## src/rtl/cpu_ctrl_fsm.sv

```systemverilog
`default_nettype none
// +-----------------------------------------------------------------------------------+
// | cpu_ctrl_fsm : multi-cycle fetch/decode/exec/mem/wb sequencer for the 16-bit CPU  |
// |                owns PC and IR; optional retired-instruction counter (CTRL_PERF_EN) |
// | Rev 1.0                                                                           |
// +-----------------------------------------------------------------------------------+
module cpu_ctrl_fsm #(
   parameter int PC_W   = 4,
   parameter int LINK_R = 15
) (
   input  logic            clk,
   input  logic            rst_n,
   output logic [PC_W-1:0] imem_addr,
   input  logic [15:0]     imem_data,
   output logic [3:0]      rf_raddr_a,
   output logic [3:0]      rf_raddr_b,
   output logic [3:0]      rf_waddr,
   output logic            rf_we,
   output logic [1:0]      rf_wsel,
   output logic [2:0]      alu_sel,
   output logic            alu_b_imm,
   output logic            alu_a_zero,
   output logic [3:0]      shamt,
   output logic            en_alu,
   output logic            mem_we,
   output logic            mem_oe,
   output logic [3:0]      mem_addr,
   input  logic            mem_ready,
   input  logic            eq,
   input  logic [PC_W-1:0] br_target,
   output logic            disp_valid,
   output logic            halted,
   output logic [15:0]     retired_cnt
);

   typedef enum logic [2:0] {
      S_FETCH  = 3'd0,
      S_DECODE = 3'd1,
      S_EXEC   = 3'd2,
      S_MEM    = 3'd3,
      S_WB     = 3'd4,
      S_HALT   = 3'd5
   } state_t;

   localparam logic [3:0] OP_ADDI = 4'h1;
   localparam logic [3:0] OP_SUBI = 4'h3;
   localparam logic [3:0] OP_DISP = 4'h7;
   localparam logic [3:0] OP_HALT = 4'h9;
   localparam logic [3:0] OP_BL   = 4'hB;
   localparam logic [3:0] OP_BEQ  = 4'hC;
   localparam logic [3:0] OP_B    = 4'hD;
   localparam logic [3:0] OP_STUR = 4'hE;
   localparam logic [3:0] OP_LDUR = 4'hF;

   state_t          state, state_nxt;
   logic [PC_W-1:0] pc, pc_nxt, pc_inc;
   logic [15:0]     ir;
   logic            beq_flag;
   logic [3:0]      op, rd, rn, rm;
   logic            is_alu;

   assign op     = ir[15:12];
   assign rd     = ir[11:8];
   assign rn     = ir[7:4];
   assign rm     = ir[3:0];
   assign pc_inc = pc + PC_W'(1);
   assign is_alu = (op <= 4'h6) || (op == 4'h8) || (op == 4'hA);

   // Opcode pairs 0/1 and 2/3 are reg/imm forms of ADD and SUB.
   function automatic logic [2:0] alu_code(input logic [3:0] o);
      case (o)
         4'h0, 4'h1: alu_code = 3'b000;
         4'h2, 4'h3: alu_code = 3'b001;
         4'h4:       alu_code = 3'b010;
         4'h5:       alu_code = 3'b011;
         4'h6:       alu_code = 3'b100;
         4'h8:       alu_code = 3'b110;
         4'hA:       alu_code = 3'b111;
         default:    alu_code = 3'b000;
      endcase
   endfunction

   always_ff @(posedge clk or negedge rst_n) begin
      if (!rst_n) begin
         state    <= S_FETCH;
         pc       <= '0;
         ir       <= '0;
         beq_flag <= 1'b0;
      end else begin
         state <= state_nxt;
         pc    <= pc_nxt;
         if (state == S_FETCH)
            ir <= imem_data;
         if (state == S_DECODE)
            beq_flag <= eq;
      end
   end

   always_comb begin
      state_nxt  = state;
      pc_nxt     = pc;
      rf_waddr   = rd;
      rf_we      = 1'b0;
      rf_wsel    = 2'd0;
      alu_sel    = 3'b000;
      alu_b_imm  = 1'b0;
      alu_a_zero = 1'b0;
      en_alu     = 1'b0;
      mem_we     = 1'b0;
      mem_oe     = 1'b0;
      disp_valid = 1'b0;
      // BEQ compares Rn/Rm during DECODE, then reads its target from Rd in EXEC.
      rf_raddr_a = (op == OP_DISP || op == OP_BL || op == OP_B ||
                    (op == OP_BEQ && state != S_DECODE)) ? rd : rn;
      rf_raddr_b = (op == OP_STUR) ? rn : rm;

      case (state)
         S_FETCH:  state_nxt = S_DECODE;
         S_DECODE: state_nxt = (op == OP_HALT) ? S_HALT : S_EXEC;
         S_EXEC: begin
            if (is_alu) begin
               en_alu    = 1'b1;
               alu_sel   = alu_code(op);
               alu_b_imm = (op == OP_ADDI) || (op == OP_SUBI);
               state_nxt = S_WB;
            end else begin
               case (op)
                  OP_DISP: begin
                     disp_valid = 1'b1;
                     pc_nxt     = pc_inc;
                     state_nxt  = S_FETCH;
                  end
                  OP_BL:   state_nxt = S_WB;
                  OP_B: begin
                     pc_nxt    = br_target;
                     state_nxt = S_FETCH;
                  end
                  OP_BEQ: begin
                     pc_nxt    = beq_flag ? br_target : pc_inc;
                     state_nxt = S_FETCH;
                  end
                  OP_STUR: begin
                     alu_a_zero = 1'b1;
                     en_alu     = 1'b1;
                     state_nxt  = S_MEM;
                  end
                  OP_LDUR: state_nxt = S_MEM;
                  default: begin
                     pc_nxt    = pc_inc;
                     state_nxt = S_FETCH;
                  end
               endcase
            end
         end
         S_MEM: begin
            if (op == OP_STUR) begin
               alu_a_zero = 1'b1;
               en_alu     = 1'b1;
               mem_we     = 1'b1;
               if (mem_ready) begin
                  pc_nxt    = pc_inc;
                  state_nxt = S_FETCH;
               end
            end else begin
               mem_oe = 1'b1;
               if (mem_ready)
                  state_nxt = S_WB;
            end
         end
         S_WB: begin
            rf_we     = 1'b1;
            pc_nxt    = pc_inc;
            state_nxt = S_FETCH;
            if (op == OP_BL) begin
               rf_waddr = 4'(LINK_R);
               rf_wsel  = 2'd1;
               pc_nxt   = br_target;
            end else if (op == OP_LDUR) begin
               rf_waddr = rn;
               mem_oe   = 1'b1;
            end else begin
               // ALU result must stay on the bus through the write edge.
               en_alu    = 1'b1;
               alu_sel   = alu_code(op);
               alu_b_imm = (op == OP_ADDI) || (op == OP_SUBI);
            end
         end
         S_HALT:  state_nxt = S_HALT;
         default: state_nxt = S_FETCH;
      endcase
   end

   assign imem_addr = pc;
   assign shamt     = rm;
   assign mem_addr  = rd;
   assign halted    = (state == S_HALT);

`ifdef CTRL_PERF_EN
   logic [15:0] retired_q;

   always_ff @(posedge clk or negedge rst_n) begin
      if (!rst_n)
         retired_q <= 16'h0000;
      else if (state_nxt == S_FETCH && (state == S_EXEC || state == S_MEM || state == S_WB))
         retired_q <= retired_q + 16'd1;
   end

   assign retired_cnt = retired_q;
`else
   assign retired_cnt = 16'h0000;
`endif

endmodule
`default_nettype wire

```

## config.mk

```make
export PLATFORM = sky130hd
export DESIGN_NAME = cpu_ctrl_fsm
export DESIGN_NICKNAME = d
export VERILOG_FILES = /design/src/rtl/cpu_ctrl_fsm.sv
export SDC_FILE = /design/constraint.sdc
export NUM_CORES = 1
export LEC_CHECK = 0
export ABC_AREA = 1
export BUFFER_PORTS_ARGS = -buffer_cell sky130_fd_sc_hd__buf_2
export CORE_ASPECT_RATIO = 1.5
export CORE_MARGIN = 3
export CORE_UTILIZATION = 40
export CTS_BUF_LIST = sky130_fd_sc_hd__clkbuf_4 sky130_fd_sc_hd__clkbuf_8
export DETAILED_ROUTE_END_ITERATION = 10
export PLACE_DENSITY_LB_ADDON = 0.3
export SETUP_SLACK_MARGIN = 0.1
export SLEW_MARGIN = 10
export SYNTH_ARGS = -nofsm -noshare
export SYNTH_HDL_FRONTEND = slang
export SYNTH_SLANG_ARGS = --single-unit
```

## constraint.sdc

```tcl
create_clock -name clk -period 1.4 [get_ports clk]
set_input_delay 0 -clock clk [delete_from_list [all_inputs] [get_ports clk]]
set_output_delay 0 -clock clk [all_outputs]
set_load 0.02 [all_outputs]
```

Word-level counts from Yosys, hierarchy flattened. Memories as Yosys holds them, arrays and structs flattened. Index checks and enable logic that the tools add are counted. W data, S select, Z words.

Bits in registers: 24. ROM bits: 96. Input bits: 24. Logic and storage cells: 86. Memories kept: 2.

Add/sub/neg operators: 1. Magnitude comparators: 1. Equal/unequal tests: 21. Multiplexer cells: 45. Reductions and logical operators: 12.

Memories: (no name shown) (words 16, bits a word 3, rd ports 1, clocked after memory_dff 0, wr ports 0, line 71) `case (o)`; (no name shown) (words 16, bits a word 3, rd ports 1, clocked after memory_dff 0, wr ports 0, line 71).

Operators by type and width (number): $mux W4 (10); $eq A4 B4 Y1 const B (8); $mux W3 (8); $pmux W4 S3 (2); $mux W1 (18); $pmux W3 S5 (1); $pmux W3 S2 (2); $ne A2 B2 Y1 const B (4); $eq A3 B2 Y1 const B (2); $eq A3 B3 Y1 const B (2); $logic_or A1 B1 Y1 (6); $pmux W1 S2 (3); $reduce_and A5 Y1 (1); $add A4 B1 Y4 const B (1); $eq A4 B1 Y1 const B (1); $eq A4 B2 Y1 const B (1); $eq A4 B3 Y1 const B (1); $le A4 B3 Y1 const B (1); $eq A3 B1 Y1 const B (1); $logic_not A3 Y1 (1); $ne A3 B1 Y1 const B (1); $pmux W1 S3 (1); $reduce_bool A3 Y1 (1); $reduce_or A3 Y1 (1); other kinds (2) (2).

Longest topological paths before layout.
Word-level depth: 5. Depth in mapped cells: 11.

Worst setup path after synthesis. Ideal clock, no wire load.

Path kind: register to output. From: register state[0]. To: output alu_sel[2]. Arrival time: 1.518 ns. Required time: 1.400 ns. Path slack: -0.118 ns. Stages on the path, launching flop included: 6. Path buffers: 0. Path through: dfrtp_1 -> inv_1 -> nand2_1 -> nor2_2 -> nor2_1 -> nor3b_1.

Longest elaborated chain between the ends: 2. Elaborated cells between the ends (all ways): 3. Those cells by class: eq/ne: 2; mux: 1.

RTL lines: from (decl) (line 55) `state_t state, state_nxt;`; from (signal assigned) (line 90) `state <= state_nxt;`; $eq A3 B3 Y1 / $eq A3 B2 Y1 (equally long branches) (line 117) `case (state)`; $pmux W3 S2 (*) (line 117); to (decl) (line 20) `output logic [2:0] alu_sel,`.

Every way passes the cells marked *; elsewhere a longest branch is shown, timed or not.

Worst setup path in the final report.
From: register state[1]. To: output en_alu.

Longest elaborated chain between the ends: 2. Elaborated cells between the ends (all ways): 4. Those cells by class: eq/ne: 3; mux: 1.

RTL lines: $eq A3 B3 Y1 / $eq A3 B2 Y1 (equally long branches) (line 117); $pmux W1 S3 (*) (line 117); to (decl) (line 24) `output logic en_alu,`.

Marks and branches as above.

==> impl_metrics.tcl <==
set metrics [dict create \
    synth_common_cells "nand2_1 (45), buf_4 (27), dfrtp_1 (24)" \
    syn_inst 229 \
    skew_ns 0.00572 \
    max_cap_violations 0 \
    final_nets 371 \
    path_class "reg2out" \
    cts.sinks 24 \
    required_ns 1.40 \
    track_usage_pct 21.7 \
    setup_ws_ns -0.215 \
    viasPerCell 4.96 \
    drtIter0Drc 117 \
    cts_tree "done" \
    drtPass1Iterations 4 \
    numCtsBuffers 3 \
    netlist.area_leader.share_pct 34.6 \
    status "complete, but fails checks" \
    p_per_area_nw_per_um2 2650 \
    synthArstFlopShare_pct 100 \
    grt_pass1_wl_mm 8.67 \
    finalWeightedCongestion 1.03 \
    vias 1934 \
    drcViolationCount 0 \
    clockRootBuffer "clkbuf_8" \
    fin_crit_sh_pct 115 \
    finalPower_uw 7910 \
    worst-slew-pin-transition_ns 0.581 \
    fp.dieW_um 59.8 \
    cp_max_fo 6 \
    hold_class "in2reg" \
    yosys_warnings 0 \
    fp.dieH_um 86.7 \
    yosysTopAreaCell "dfrtp_1" \
    cp.arrival_ns 1.61 \
    drive_above_1_share_pct 57.7 \
    rows 28 \
    maxSlewHeadroom_pct 61.3 \
    die-area_um2 5180 \
    grt_pass1_vias 1933 \
    io_pins 77 \
    regArea_um2 608 \
    area_growth_pct 72.0 \
    wl_per_cell_um 14.9 \
    ys_types 29 \
    initial_utilization_pct 42.7 \
    cp-end-kind "output port" \
    maxSlewViolCount 0 \
    violations "negative setup slack" \
    synth.ff_latch_count 24 \
    hold_viol_final 0 \
    wl_mm 5.82 \
    gr-total-overflow 0 \
    ys_top_cells_by_area "dfrtp_1 (35%), buf_4 (12%), nand2_1 (9.7%), nor2_1 (4.5%), inv_1 (4.3%)" \
    max_freq_ghz 0.619 \
    p_leak_uw 0.00151 \
    yosysSeqAreaShare_pct 34.6 \
    hpwl_mm 3.83 \
    grt_max_degree 25 \
    cp-start-kind "flop" \
    n_fill_cell 308 \
    ctsHtreeMaxLevel 1 \
    place_ws_ns -0.0253 \
    multiInputGateArea_um2 1150 \
    clk_path_buf_depth 2 \
    tns_ns -3.68 \
    ys.flop_type "dfrtp_1" \
    vdd_drop_max_mv 2.00 \
    antennaDiodeCount 0 \
    synth.cell_area_um2 1740 \
    synth_most_common_cell "nand2_1" \
    avgSynthCellArea_um2 7.58 \
    antenna_left 0 \
    clock_latency_ns 0.28 \
    clk_pin_slew_ns 0.10 \
    min_period_ns 1.61 \
    synth_edf_count 0 \
    numPortBuffers 59 \
    antenna_found_initial 0 \
    core_um2 4060 \
    setup_viol 25 \
    rsz0062_at_grt "true" \
]
-- cells in the final DEF (no fill, tap or decap), drive strengths merged --
cell type,netlist,layout
ha,1,1
mux2,8,8
buf,30,110
nor2,27,27
nand2,55,55
clkbuf,1,4
o21ai,11,11
nor3,5,5
o211ai,1,1
nor3b,1,1
nand4,9,9
nor4,1,1
nand3,12,12
conb,1,17
nand3b,1,1
inv,25,25
a21oi,12,12
xor2,1,1
dfrtp,24,24
o22ai,3,3
dlygate4sd3,0,17
-- where the power goes --
part | switching [uW] | internal, uW
clock network | 253 | 252
registers | 447 | 1060
logic | 3230 | 2670
total | 3930 | 3980
-- critical path, stage by stage, from the launching register on --
cell and delay (ns):
dfrtp_2 0.44, buf_6 0.14, nand2_8 0.07, nor2_4 0.21
nand2_2 0.11, buf_6 0.12, o211ai_1 0.08, buf_4 0.17
-- path summary, 6_finish.rpt --
path                                 to  slack [ns]          start  cells past startpoint
max                              en_alu       -0.21       state[1]                      7
min                              ir[13]       0.003  imem_data[13]                      3
max reg2reg                imem_addr[0]       -0.13         ir[15]                     10
min reg2reg                       ir[0]        0.55          ir[0]                      1
max in group asynchronous      state[1]        0.74          rst_n                      2
min in group asynchronous  imem_addr[3]        0.24          rst_n                      2
-- per-layer routing --
layer	part of all wire [%]	wire length, um	vias to the layer above	global-route usage (%)
met2	55	3190	73	39.7
met3	5.7	334	10	3.73
met1	37	2180	920	24.0
met4	2.1	125	0	8.47
met5	0	0	-	0
li1	-	-	931	-
-- cell families (layout without fill, tap and decap cells) --
group | after synthesis | count (layout) | share of synthesized area, %
AOI/OAI and AO/OA | 27 | 27 | 8.15
xor gates and xnor gates | 1 | 1 | 0.505
adders and majority gates | 1 | 1 | 0.721
buffers and inverters | 56 | 156 | 18.9
DFF | 24 | 24 | 34.6
muxes | 8 | 8 | 5.19
other | 1 | 17 | 0.216
and+or+nand+nor | 111 | 111 | 31.7
-- state kept, by name, indices dropped and copies added (netlist names) --
register and count:
ir 16, imem_addr 4, state 3, beq_flag 1
-- through the flow --
step,area (um2),utilization (%),cells,hold slack (ns)
2_1_floorplan,1810,-,245,-0.296
3_3_place_gp,2150,52.8,347,0.0283
3_5_place_dp,2150,52.8,347,0.0325
4_1_cts,2690,66.2,379,0.00773
5_1_grt,2990,73.5,390,0.0566
6_report,2990,73.5,390,0.00310
-- timing repair --
action | in CTS | in global routing
cloned | 1 | 0
buffers inserted | 10 | 11
hold buffers | 17 | 0
endpoints found under the hold margin | 40 | 0
setup endpoints to repair | 32 | 45
pin swaps | 8 | 16
gates resized for setup | 74 | 58
-- cell type report --
class | instances | area share (%)
multi-input combinational | 165 | 38.6
clock buffer | 4 | 1.84
sequential | 24 | 20.4
tap | 45 | 1.89
timing repair buffer | 127 | 33.9
inverter | 25 | 3.39
Power figures use the tool's default switching activity.
